<file path="src/rtl/control_sequencer_if.sv">
// Control bundle between the Mini SRC sequencer and its datapath.
// The master side is the sequencer; the slave side is the datapath.
interface control_sequencer_if;
  logic [31:0] IR;
  logic        Mem_Ready;
  logic        Stop;
  logic        PC_Out;
  logic        MDR_Out;
  logic        ZHI_Out;
  logic        ZLO_Out;
  logic        HI_Out;
  logic        LO_Out;
  logic        C_Out;
  logic        PC_In;
  logic        IncPC;
  logic        MAR_In;
  logic        MDR_In;
  logic        IR_In;
  logic        Y_In;
  logic        HI_In;
  logic        LO_In;
  logic [15:0] R_Out;
  logic [15:0] R_In;
  logic        Read;
  logic        Write;
  logic [3:0]  CONTROL;
  logic        Run;

  modport master (
    input  IR, Mem_Ready, Stop,
    output PC_Out, MDR_Out, ZHI_Out, ZLO_Out, HI_Out, LO_Out, C_Out,
    output PC_In, IncPC, MAR_In, MDR_In, IR_In, Y_In, HI_In, LO_In,
    output R_Out, R_In, Read, Write, CONTROL, Run
  );

  modport slave (
    output IR, Mem_Ready, Stop,
    input  PC_Out, MDR_Out, ZHI_Out, ZLO_Out, HI_Out, LO_Out, C_Out,
    input  PC_In, IncPC, MAR_In, MDR_In, IR_In, Y_In, HI_In, LO_In,
    input  R_Out, R_In, Read, Write, CONTROL, Run
  );
endinterface

</file>
<file path="src/rtl/control_sequencer.sv">
// Hardwired fetch/execute sequencer for the single-bus Mini SRC.
// Outputs are a Moore decode of the T-state and the live IR.
module control_sequencer #(
  parameter bit NOP_ON_ILLEGAL = 1'b1
) (
  input logic Clock,
  input logic Clear,
  control_sequencer_if.master bus
);

  typedef enum logic [3:0] {
    S_RST, S_T0, S_T1, S_T2, S_T3, S_T4,
    S_T5, S_T6, S_T7, S_PAUSE, S_HALT
  } state_t;

  state_t state;

  logic [4:0]  op;
  logic [3:0]  ra, rb, rc;
  logic [15:0] oh_ra, oh_rb, oh_rc, base;
  logic [3:0]  alu_op;
  logic        unused_ir;

  assign op = bus.IR[31:27];
  assign ra = bus.IR[26:23];
  assign rb = bus.IR[22:19];
  assign rc = bus.IR[18:15];
  assign unused_ir = ^bus.IR[14:0];

  assign oh_ra = 16'h1 << ra;
  assign oh_rb = 16'h1 << rb;
  assign oh_rc = 16'h1 << rc;
  // R0 as a base register means absolute addressing: nothing drives the bus
  assign base  = (rb != 4'd0) ? oh_rb : 16'h0;

  logic is_alu, is_imm, is_md, is_un;
  logic is_ldi, is_ld, is_st, is_addr;
  logic is_mfhi, is_mflo, is_nop, is_halt;
  logic is_legal, to_halt, last3;
  state_t nxt_fetch;

  assign is_alu  = (op >= 5'd3) && (op <= 5'd10);
  assign is_imm  = (op >= 5'd11) && (op <= 5'd13);
  assign is_md   = (op == 5'd14) || (op == 5'd15);
  assign is_un   = (op == 5'd16) || (op == 5'd17);
  assign is_ld   = (op == 5'd0);
  assign is_ldi  = (op == 5'd1);
  assign is_st   = (op == 5'd2);
  assign is_addr = is_ld | is_ldi | is_st;
  assign is_mfhi = (op == 5'd24);
  assign is_mflo = (op == 5'd25);
  assign is_nop  = (op == 5'd26);
  assign is_halt = (op == 5'd27);

  assign is_legal = is_alu | is_imm | is_md | is_un | is_addr |
                    is_mfhi | is_mflo | is_nop | is_halt;
  assign to_halt  = is_halt | (!is_legal && !NOP_ON_ILLEGAL);
  assign last3    = is_mfhi | is_mflo | is_nop |
                    (!is_legal && NOP_ON_ILLEGAL);

  // Stop is only looked at on the way into a new fetch
  assign nxt_fetch = bus.Stop ? S_PAUSE : S_T0;

  // ALU op code for the opcode groups that use the ALU
  always_comb begin
    alu_op = 4'd0;
    unique case (1'b1)
      is_alu: alu_op = op[3:0] - 4'd3;
      is_imm: alu_op = (op == 5'd11) ? 4'd0 :
                       (op == 5'd12) ? 4'd2 : 4'd3;
      is_md:  alu_op = {3'b100, op[0]};
      is_un:  alu_op = {3'b101, op[0]};
      default: ;
    endcase
  end

  // T-state sequencing with memory waits, pause and halt
  always_ff @(posedge Clock or negedge Clear) begin
    if (!Clear) begin
      state <= S_RST;
    end else begin
      unique case (state)
        S_RST:   state <= S_T0;
        S_PAUSE: if (!bus.Stop) state <= S_T0;
        S_HALT:  state <= S_HALT;
        S_T0:    state <= S_T1;
        S_T1:    if (bus.Mem_Ready) state <= S_T2;
        S_T2:    state <= S_T3;
        S_T3: begin
          if (to_halt)    state <= S_HALT;
          else if (last3) state <= nxt_fetch;
          else            state <= S_T4;
        end
        S_T4:    state <= is_un ? nxt_fetch : S_T5;
        S_T5: begin
          if (is_ld || is_st || is_md) state <= S_T6;
          else                         state <= nxt_fetch;
        end
        S_T6: begin
          if (is_md)               state <= nxt_fetch;
          else if (!is_ld)         state <= S_T7;
          else if (bus.Mem_Ready)  state <= S_T7;
        end
        S_T7: begin
          if (is_ld || bus.Mem_Ready) state <= nxt_fetch;
        end
        default: state <= S_RST;
      endcase
    end
  end

  // Moore decode of control lines from state and IR
  always_comb begin
    bus.PC_Out  = 1'b0;
    bus.MDR_Out = 1'b0;
    bus.ZHI_Out = 1'b0;
    bus.ZLO_Out = 1'b0;
    bus.HI_Out  = 1'b0;
    bus.LO_Out  = 1'b0;
    bus.C_Out   = 1'b0;
    bus.PC_In   = 1'b0;
    bus.IncPC   = 1'b0;
    bus.MAR_In  = 1'b0;
    bus.MDR_In  = 1'b0;
    bus.IR_In   = 1'b0;
    bus.Y_In    = 1'b0;
    bus.HI_In   = 1'b0;
    bus.LO_In   = 1'b0;
    bus.R_Out   = 16'h0;
    bus.R_In    = 16'h0;
    bus.Read    = 1'b0;
    bus.Write   = 1'b0;
    bus.CONTROL = 4'd0;
    bus.Run     = (state != S_HALT);
    unique case (state)
      S_T0: begin
        bus.PC_Out = 1'b1;
        bus.MAR_In = 1'b1;
        bus.IncPC  = 1'b1;
      end
      S_T1: begin
        bus.Read   = 1'b1;
        bus.MDR_In = 1'b1;
      end
      S_T2: begin
        bus.MDR_Out = 1'b1;
        bus.IR_In   = 1'b1;
      end
      S_T3: begin
        unique case (1'b1)
          is_alu, is_imm: begin
            bus.R_Out = oh_rb;
            bus.Y_In  = 1'b1;
          end
          is_addr: begin
            bus.R_Out = base;
            bus.Y_In  = 1'b1;
          end
          is_md: begin
            bus.R_Out = oh_ra;
            bus.Y_In  = 1'b1;
          end
          is_un: begin
            bus.R_Out   = oh_rb;
            bus.CONTROL = alu_op;
          end
          is_mfhi: begin
            bus.HI_Out = 1'b1;
            bus.R_In   = oh_ra;
          end
          is_mflo: begin
            bus.LO_Out = 1'b1;
            bus.R_In   = oh_ra;
          end
          default: ;
        endcase
      end
      S_T4: begin
        unique case (1'b1)
          is_alu: begin
            bus.R_Out   = oh_rc;
            bus.CONTROL = alu_op;
          end
          is_imm, is_addr: begin
            bus.C_Out   = 1'b1;
            bus.CONTROL = alu_op;
          end
          is_md: begin
            bus.R_Out   = oh_rb;
            bus.CONTROL = alu_op;
          end
          is_un: begin
            bus.ZLO_Out = 1'b1;
            bus.R_In    = oh_ra;
          end
          default: ;
        endcase
      end
      S_T5: begin
        bus.ZLO_Out = 1'b1;
        unique case (1'b1)
          is_alu, is_imm, is_ldi: bus.R_In = oh_ra;
          is_ld, is_st:           bus.MAR_In = 1'b1;
          is_md:                  bus.LO_In = 1'b1;
          default: ;
        endcase
      end
      S_T6: begin
        unique case (1'b1)
          is_ld: begin
            bus.Read   = 1'b1;
            bus.MDR_In = 1'b1;
          end
          is_st: begin
            bus.R_Out  = oh_ra;
            bus.MDR_In = 1'b1;
          end
          is_md: begin
            bus.ZHI_Out = 1'b1;
            bus.HI_In   = 1'b1;
          end
          default: ;
        endcase
      end
      S_T7: begin
        unique case (1'b1)
          is_ld: begin
            bus.MDR_Out = 1'b1;
            bus.R_In    = oh_ra;
          end
          is_st:   bus.Write = 1'b1;
          default: ;
        endcase
      end
      default: ;
    endcase
  end

endmodule

</file>
<file path="src/flat_wrapper.sv">
// flat-port wrapper written by rule: the top's interface ports become plain ports
module control_sequencer_flat 
#(
  parameter bit NOP_ON_ILLEGAL = 1'b1
)
  (Clock, Clear, bus_IR, bus_Mem_Ready, bus_Stop, bus_PC_Out, bus_MDR_Out, bus_ZHI_Out, bus_ZLO_Out, bus_HI_Out, bus_LO_Out, bus_C_Out, bus_PC_In, bus_IncPC, bus_MAR_In, bus_MDR_In, bus_IR_In, bus_Y_In, bus_HI_In, bus_LO_In, bus_R_Out, bus_R_In, bus_Read, bus_Write, bus_CONTROL, bus_Run);
  control_sequencer_if bus_i ();
  input logic Clock;
  input logic Clear;
  input wire logic [$bits(bus_i.IR)-1:0] bus_IR;
  input wire logic [$bits(bus_i.Mem_Ready)-1:0] bus_Mem_Ready;
  input wire logic [$bits(bus_i.Stop)-1:0] bus_Stop;
  output wire logic [$bits(bus_i.PC_Out)-1:0] bus_PC_Out;
  output wire logic [$bits(bus_i.MDR_Out)-1:0] bus_MDR_Out;
  output wire logic [$bits(bus_i.ZHI_Out)-1:0] bus_ZHI_Out;
  output wire logic [$bits(bus_i.ZLO_Out)-1:0] bus_ZLO_Out;
  output wire logic [$bits(bus_i.HI_Out)-1:0] bus_HI_Out;
  output wire logic [$bits(bus_i.LO_Out)-1:0] bus_LO_Out;
  output wire logic [$bits(bus_i.C_Out)-1:0] bus_C_Out;
  output wire logic [$bits(bus_i.PC_In)-1:0] bus_PC_In;
  output wire logic [$bits(bus_i.IncPC)-1:0] bus_IncPC;
  output wire logic [$bits(bus_i.MAR_In)-1:0] bus_MAR_In;
  output wire logic [$bits(bus_i.MDR_In)-1:0] bus_MDR_In;
  output wire logic [$bits(bus_i.IR_In)-1:0] bus_IR_In;
  output wire logic [$bits(bus_i.Y_In)-1:0] bus_Y_In;
  output wire logic [$bits(bus_i.HI_In)-1:0] bus_HI_In;
  output wire logic [$bits(bus_i.LO_In)-1:0] bus_LO_In;
  output wire logic [$bits(bus_i.R_Out)-1:0] bus_R_Out;
  output wire logic [$bits(bus_i.R_In)-1:0] bus_R_In;
  output wire logic [$bits(bus_i.Read)-1:0] bus_Read;
  output wire logic [$bits(bus_i.Write)-1:0] bus_Write;
  output wire logic [$bits(bus_i.CONTROL)-1:0] bus_CONTROL;
  output wire logic [$bits(bus_i.Run)-1:0] bus_Run;
  assign bus_i.IR = bus_IR;
  assign bus_i.Mem_Ready = bus_Mem_Ready;
  assign bus_i.Stop = bus_Stop;
  assign bus_PC_Out = bus_i.PC_Out;
  assign bus_MDR_Out = bus_i.MDR_Out;
  assign bus_ZHI_Out = bus_i.ZHI_Out;
  assign bus_ZLO_Out = bus_i.ZLO_Out;
  assign bus_HI_Out = bus_i.HI_Out;
  assign bus_LO_Out = bus_i.LO_Out;
  assign bus_C_Out = bus_i.C_Out;
  assign bus_PC_In = bus_i.PC_In;
  assign bus_IncPC = bus_i.IncPC;
  assign bus_MAR_In = bus_i.MAR_In;
  assign bus_MDR_In = bus_i.MDR_In;
  assign bus_IR_In = bus_i.IR_In;
  assign bus_Y_In = bus_i.Y_In;
  assign bus_HI_In = bus_i.HI_In;
  assign bus_LO_In = bus_i.LO_In;
  assign bus_R_Out = bus_i.R_Out;
  assign bus_R_In = bus_i.R_In;
  assign bus_Read = bus_i.Read;
  assign bus_Write = bus_i.Write;
  assign bus_CONTROL = bus_i.CONTROL;
  assign bus_Run = bus_i.Run;
  control_sequencer #(.NOP_ON_ILLEGAL(NOP_ON_ILLEGAL)) u_core (.Clock(Clock), .Clear(Clear), .bus(bus_i));
endmodule
</file>
<file path="config.mk">
export PLATFORM = sky130hd
export DESIGN_NAME = control_sequencer_flat
export DESIGN_NICKNAME = d
export VERILOG_FILES = /design/src/rtl/control_sequencer_if.sv /design/src/rtl/control_sequencer.sv /design/src/flat_wrapper.sv
export SDC_FILE = /design/constraint.sdc
export NUM_CORES = 1
export LEC_CHECK = 0
export ABC_AREA = 1
export BUFFER_PORTS_ARGS = -buffer_cell sky130_fd_sc_hd__buf_2
export CORE_ASPECT_RATIO = 1.4
export CORE_MARGIN = 4
export CORE_UTILIZATION = 49
export DETAILED_ROUTE_END_ITERATION = 8
export PLACE_DENSITY = 0.86
export SETUP_SLACK_MARGIN = 0.02
export SYNTH_ARGS = -nofsm -noshare
export SYNTH_HDL_FRONTEND = slang
export SYNTH_SLANG_ARGS = --single-unit
</file>
<file path="constraint.sdc">
create_clock -name Clock -period 1.8 [get_ports Clock]
set_input_delay 0 -clock Clock [delete_from_list [all_inputs] [get_ports Clock]]
set_output_delay 0 -clock Clock [all_outputs]
set_load 0.05 [all_outputs]
</file>
==> impl_metrics.toml, run 1 <==
[status]
status = "finished clean"

[floorplanning]
pin_count = 90
core_sq_um = 3953
start_util_pct = 51.22
dieHeight_um = 84.05
die_x_um = 62.33
rows = 27
die_area_sq_um = 5238

[global_routing]
grt_usage_pct = 27.78
antenna_found_initial = 0
grt_pass1_vias = 2775
grt_overflow = 0
grt_start_max_net_pins = 24
grt_pass1_wl_um = 12360

[logic_synthesis]
synth-seq-cells = 4
synth_top_area_share_pct = 24.85
yosys-top-cells-area = "nand2_1 25%, nor2_1 11%, inv_1 9.1%"
synthDistinctLibCells = 33
synth_nets = 459
ys_warn_count = 0
yosys.area.top_type = "nand2_1"
synth_cells = 419
synth-edff-count = 0
avgSynthCellArea_sq_um = 4.832
async_reset_ff_share_pct = 100.0
synthesis.area_sq_um = 2024
yosysSeqAreaShare_pct = 4.944
synth-main-ff-cell = "dfrtp_1"

[power_and_ir_drop]
p_leak_nw = 1.559
seqPwrFrac_pct = 10.5
p_int_w = 0.0006742
p_sw_w = 0.001153
p_per_area_nw_per_um2 = 640.8
clockPowerShare_pct = 9.9
p_comb_share_pct = 79.6
sw_frac_of_total_pct = 63.10
ir_worst_vdd_uv = 1052

[clock_tree]
clock_latency_ns = 0.21
h-tree-depth = 1
cts_tree = "built"
root_buffer = "clkbuf_8"
cts.path.max_buffers = 2
clk_pin_slew_worst_paths_ns = 0.03
cts.sink_count = 4
cts_buffers = 3

[placed_design]
gp_congestion = 0.9641
placed_area_sq_um = 2540
place_inst = 541
port_buffers = 73
place_hpwl_um = 5814

[routing]
firstDrtPassIters = 5
vias = 3105
drc_errors = 0
viasPerCell = 5.666
ant_nets = 0
drt-total-wl_um = 7841
drt_iter0_drc = 260
wire_per_inst_um = 14.31

[final_layout]
layout-drive-gt1-share_pct = 30.30
instances_no_fill = 548
final_area_sq_um = 2851
final_util_pct = 72.14
area_growth_pct = 40.85
diodes = 0
largest_reg_flops = 4
reg_top3 = "u_core.state (4)"
fillers = 364
nNetsFinal = 547
top_register = "u_core.state"

[worst_setup_path]
crit_chain = "inv_2 > nand2_1 > nor2_4 > nand2_1 > o2111ai_4 > buf_12 > and2_1 > buf_6"
worstSetupPathType = "flip-flop to primary output"
max_stage_delay_ns = 0.37
arrival_ns = 1.78
worst_path_most_repeated_cell = "nand2_1"
critPathTopFamily = "simple AND/OR/NAND/NOR gates"
startpoint_type = "flip-flop"
critPathMaxFanout = 16
cp-end-kind = "primary output"
crit_buf_inv = 3
crit_slowest_cell = "dfrtp_1"
crit_required_ns = 1.80

[timing]
finalClockSkew_ns = 0.002860
slew_viol_final = 0
hold_violations = 0
timing.final.crit_share_pct = 98.76
rsz0062_at_grt = "true"
period_needed_ns = 1.778
max_freq_ghz = 0.5625
finalSetupViolations = 0
finalSetupTns_ns = 0

[worst_hold_path]
hold_path_class = "primary input to asynchronous set/reset pin"

[flow_run]
maxCapViolCount = 0
-- cells by family (layout without fill, tap and decap cells) --
| group | Yosys count | count (layout) | share of synthesized area [%] |
|---|---|---|---|
| simple gates | 273 | 274 | 58.84 |
| compound gates | 68 | 68 | 19.16 |
| buf+inv | 68 | 153 | 13.97 |
| fa+ha+maj | 4 | 4 | 2.472 |
| flops | 4 | 4 | 4.945 |
| other cells | 1 | 1 | 0.1852 |
| xor+xnor | 1 | 1 | 0.4327 |
-- worst reg2reg max path: cells and delay by family, from the launching register on --
kind / cells / cell delay [ns]
buf+inv: 3 / 0.22
simple gates: 4 / 0.56
flops: 1 / 0.44
compound gates: 2 / 0.35
-- power by group through the flow --
stage               sequential [W]  combinational [W]  clock [W]
floorplan                 0.000168           0.000972          0
CTS                       0.000176            0.00134   0.000181
finish                    0.000191            0.00146   0.000181
global route              0.000198            0.00157   0.000196
detailed placement        0.000170            0.00129          0
global placement          0.000170            0.00129          0
-- layer usage --
layer | vias up | routed length [um] | global-route usage, %
li1 | 1515 | - | -
met1 | 1371 | 2841 | 32.47
met2 | 181 | 4076 | 51.42
met3 | 38 | 538 | 2.830
met4 | 0 | 384 | 9.073
met5 | - | 0 | 0
-- synth_stat cells, types with 2 or more instances --
library cell    n
a21oi_1        24
o31ai_1         4
buf_4           3
nand2_2         4
and2_1          7
inv_1          49
ha_1            4
nand2_1       134
nand3_1        35
nand4_1         3
nor2_2          4
a22oi_1         5
clkbuf_1        4
o21ai_1        11
o21ai_0        20
dfrtp_1         4
and2_4          6
o22ai_1         2
nor3_1         11
nor2_1         62
clkinv_1        2
nor4_1          3
buf_2           6
nor2_4          3
-- final cells by class --
type                            count  area, sq um  share of cell area (%)
Sequential cell                     4        102.6                   3.598
Tap cell                           43        53.80                   1.887
Multi-Input combinational cell    348         1754                   61.52
Inverter                           52        195.2                   6.845
Timing Repair Buffer               98        704.4                   24.70
Clock buffer                        3        41.29                   1.448
-- cell usage in the layout, fill, tap and decap left out, types with 14 or more instances in the layout --
cell type,n
buf_2,38
buf_4,43
nor2_2,14
o21ai_0,15
nand2_1,132
a21oi_1,23
inv_1,45
nand3_1,34
nor2_1,49
-- metrics by stage --
step | hold WS, ns | setup WS (ns) | power (W)
after floorplan | -0.2956 | -0.1751 | 0.001140
after global placement | -0.1960 | -0.03511 | 0.001455
after detailed placement | -0.1949 | -0.08970 | 0.001463
after CTS | 0.1297 | 0.005868 | 0.001696
after global routing | 0.1440 | -0.07332 | 0.001968
final | 0.1590 | 0.02236 | 0.001827
-- final timing paths --
path                                             start                          end  slack, ns  cells past startpoint
max                        u_core.state[2]$_DFFE_PN0P_                  bus_R_In[0]       0.02                      8
min                                              Clear  u_core.state[0]$_DFFE_PN0P_       0.16                      2
max reg2reg                u_core.state[0]$_DFFE_PN0P_  u_core.state[1]$_DFFE_PN0P_       0.13                      9
min reg2reg                u_core.state[2]$_DFFE_PN0P_  u_core.state[2]$_DFFE_PN0P_       0.50                      2
max in group asynchronous                        Clear  u_core.state[1]$_DFFE_PN0P_       1.50                      2
min in group Clock                            bus_Stop  u_core.state[3]$_DFFE_PN0P_       0.17                      5
-- repair_timing --
item	CTS	global route
buffers inserted	1	1
gates cloned	0	1
hold endpoints to repair	4	0
endpoints found under the setup margin	31	41
resized for setup	37	50
hold buffers	1	0
pin swaps	1	4
No activity file was read; power rests on OpenSTA's default activity.
==> run 2, diff against run 1 <==
- CORE_UTILIZATION: 49 -> 44
- MAX_ROUTING_LAYER: default -> met4
- PLACE_DENSITY: 0.86 -> 0.81
- clock period: 1.8 -> 1.47 ns (I/O delays scaled with it)
==> run 2 against run 1 <==
Against the previous run: the flow now stops in 5_1_grt; synthesized area unchanged; synthesized cell count unchanged.
==> impl_metrics.toml, run 2 <==
[logic_synthesis]
synth-main-ff-cell = "dfrtp_1"
yosys.area_share.simple_pct = 58.84
synth-edff-count = 0
synth_top_area_share_pct = 24.85
synth-seq-cells = 4
async_reset_ff_share_pct = 100.0
ys_warn_count = 0
synthesis.area_sq_um = 2024
synth_common_cells = "134 x nand2_1, 62 x nor2_1, 49 x inv_1, 35 x nand3_1, 24 x a21oi_1"
synth_top_family_by_area = "simple AND/OR/NAND/NOR gates"
yosysSeqAreaShare_pct = 4.944
yosys.area.top_type = "nand2_1"
yosys.area_share.xor_xnor_pct = 0.4326
synthMuxAreaShare_pct = 0
synth_nets = 459
avgSynthCellArea_sq_um = 4.832
synth_cells = 419
synth-adder-area-share_pct = 2.472
synthDistinctLibCells = 33
synth_compound_area_share_pct = 19.16
yosys-top-cells-area = "nand2_1 25%, nor2_1 11%, inv_1 9.1%"
yosysMostFrequentCell = "nand2_1"

[placed_design]
gp_congestion = 0.9440
detailedPlace.worstSlack_ns = -0.2976
place_inst = 607
port_buffers = 73
place_hpwl_um = 6430

[floorplanning]
dieHeight_um = 88.26
rows = 28
pin_count = 90
start_util_pct = 46.60
die_x_um = 65.33

[clock_tree]
h-tree-depth = 1
cts.path.max_buffers = 2
cts.sink_count = 4
cts_buffers = 3
root_buffer = "clkbuf_8"

[status]
lastStage = "5_1_grt"
status = "stopped before the end"
error = "[ERROR DPL-0038] Utilization greater than 100%, impossible to legalize"

[timing]
endpoint_type = "primary output"
grt-worst-endpoint = "bus_R_In[5]"

[global_routing]
grt_start_max_net_pins = 14
[run 2: cell counts after synthesis]
No cell type changed its count.
[run 2: what timing repair did]
action	4_1_cts
setup endpoints to repair	55
buffers inserted	6
pin swaps	27
hold buffers	1
gates cloned	2
resized for setup	178
hold endpoints to repair	4
[run 2: logic make-up after synthesis]
logic type	count (synthesis)
adder cells (fa/ha/maj)	4
AND/OR/NAND/NOR	273
buffers and inverters	68
flip-flops	4
AO/OA/AOI/OAI	68
XOR/XNOR	1
other	1
[run 2: stage by stage]
step,instance area (sq um),util [%]
3_3_place_gp,3085,71.03
4_1_cts,3741,86.12
2_1_floorplan,2195,-
3_5_place_dp,3085,71.03
==> run 3, diff against run 2 <==
- CORE_ASPECT_RATIO: 1.4 -> default
- CORE_UTILIZATION: 44 -> 40
- MAX_ROUTING_LAYER: met4 -> default
- PLACE_DENSITY: 0.81 -> default
- PLACE_DENSITY_LB_ADDON: default -> 0.15
- SETUP_SLACK_MARGIN: 0.02 -> default
- clock period: 1.47 -> 1.9 ns (I/O delays scaled with it)
==> run 3 against run 2 <==
Against the previous run: the run now ends clean.
==> impl_metrics.toml, run 3 (synthesis gave the netlist of run 1 again) <==
[status]
status = "finished clean"

[power_and_ir_drop]
p_per_area_nw_per_um2 = 605.4
finalPower_w = 0.001722
p_leak_nw = 1.567
ir_worst_vdd_uv = 531.1

[placed_design]
place_hpwl_um = 5907
detailedPlace.worstSlack_ns = 0.01428
port_buffers = 73
gp_congestion = 0.9084
placed_area_sq_um = 2547

[global_routing]
antenna_found_initial = 0
grt_pass1_vias = 2673
grt_start_max_net_pins = 31
globalRouteMet1Util_pct = 32.45
grtUsageMet3_pct = 1.701
use_met2_pct = 38.80
busiest_layer = "met2"
grt_overflow = 0
grt_pass1_wl_um = 12140
grt_usage_pct = 23.08

[worst_setup_path]
crit_required_ns = 1.90
r2r-start = "u_core.state[0]$_DFFE_PN0P_"
cp-end-kind = "primary output"
crit_buf_inv = 4
reg2reg_slack_ns = 0.27
critPathTopFamily = "buffers and inverters"
reg2regPathDepth = 10
startpoint_type = "flip-flop"
critPathMaxFanout = 8
worstSetupPathType = "flip-flop to primary output"
arrival_ns = 1.85
worst_path_most_repeated_cell = "inv_2"
crit_slowest_cell = "dfrtp_1"
reg2reg_to = "u_core.state[2]$_DFFE_PN0P_"
max_stage_delay_ns = 0.42
crit_chain = "nor2_1 > inv_2 > nor2_4 > inv_2 > o2111ai_4 > clkbuf_16 > and2_4 > buf_6"

[final_layout]
top_register = "u_core.state"
layout_common_cells = "132 x nand2_1, 56 x nor2_1, 50 x buf_2"
layout-drive-gt1-share_pct = 27.38
final_common_cell = "nand2_1"
reg_top3 = "u_core.state (4)"
area_growth_pct = 40.48
fillers = 517
multi_input_area_sq_um = 1705
register_area_sq_um = 101.3
diodes = 0
final_area_sq_um = 2844
final_util_pct = 59.04
largest_reg_flops = 4
nNetsFinal = 546

[floorplanning]
die_x_um = 79.14
dieHeight_um = 79.14
rows = 25
pin_count = 90
die_area_sq_um = 6263
start_util_pct = 42.03
core_sq_um = 4817

[timing]
max_freq_ghz = 0.5395
finalSetupViolations = 0
layout_setup_ws_ns = 0.04646
hold_violations = 0
tightestPinTransition_ns = 0.4983
timing.final.crit_share_pct = 97.55
slew_headroom_pct = 66.52
slew_viol_final = 0
period_needed_ns = 1.854
finalClockSkew_ns = 0.001474
finalSetupTns_ns = 0

[routing]
drt_iter0_drc = 311
firstDrtPassIters = 5
drc_errors = 0
drt-total-wl_um = 7537
vias = 3011
wire_per_inst_um = 13.20
ant_nets = 0
viasPerCell = 5.273

[worst_hold_path]
hold_path_class = "primary input to asynchronous set/reset pin"

[clock_tree]
root_buffer = "clkbuf_8"
clock_latency_ns = 0.21
h-tree-depth = 1
cts.path.max_buffers = 2
cts_tree = "built"
clk_pin_slew_worst_paths_ns = 0.03
cts_buffers = 3
cts.sink_count = 4

[flow_run]
maxCapViolCount = 0
run 3: repair_timing:
action | 4_1_cts | 5_1_grt
setup buffers | 3 | 4
gates resized for setup | 15 | 48
pin swaps | 2 | 5
hold buffers | 1 | 0
gates cloned | 0 | 1
setup endpoints to repair | 19 | 35
hold endpoints to repair | 4 | 0
run 3: area by class of cell:
type	count	share of cell area, %
well taps	67	2.948
repair buffers	98	25.21
multi-input cells	347	59.96
clock buffers	3	1.452
flip-flops and latches	4	3.564
inverters	52	6.863
run 3: worst max path at each step:
stage / slack, ns / start / endpoint / cells after the start
after floorplan: -0.08 / u_core.state[3]$_DFFE_PN0P_ / bus_HI_Out / 5
after global placement: 0.03 / bus_IR[27] / bus_R_Out[14] / 14
after detailed placement: 0.01 / bus_IR[27] / bus_R_Out[14] / 14
after CTS: 0.007 / u_core.state[3]$_DFFE_PN0P_ / bus_R_In[3] / 9
after global routing: -0.009 / u_core.state[3]$_DFFE_PN0P_ / bus_R_Out[12] / 7
final: 0.05 / u_core.state[1]$_DFFE_PN0P_ / bus_R_In[4] / 8
run 3: per-stage QoR:
stage / std cells / hold slack (ns)
floorplan: 419 / -0.2956
global placement: 559 / -0.1868
detailed placement: 559 / -0.1899
CTS: 566 / 0.1189
global route: 571 / 0.1430
finish: 571 / 0.1226
run 3: routing by layer:
layer  wire length [um]  vias to the layer above
met3                612                       12
met4                 69                        0
met5                  0                        -
li1                   -                     1509
met2               3579                      133
met1               3276                     1357
run 3: power breakdown:
group | switching [W] | total, W | internal, W
clock | 0.0000387 | 0.000173 | 0.000135
sequential | 0.0000545 | 0.000182 | 0.000128
combinational | 0.000971 | 0.00137 | 0.000395
total | 0.00106 | 0.00172 | 0.000657
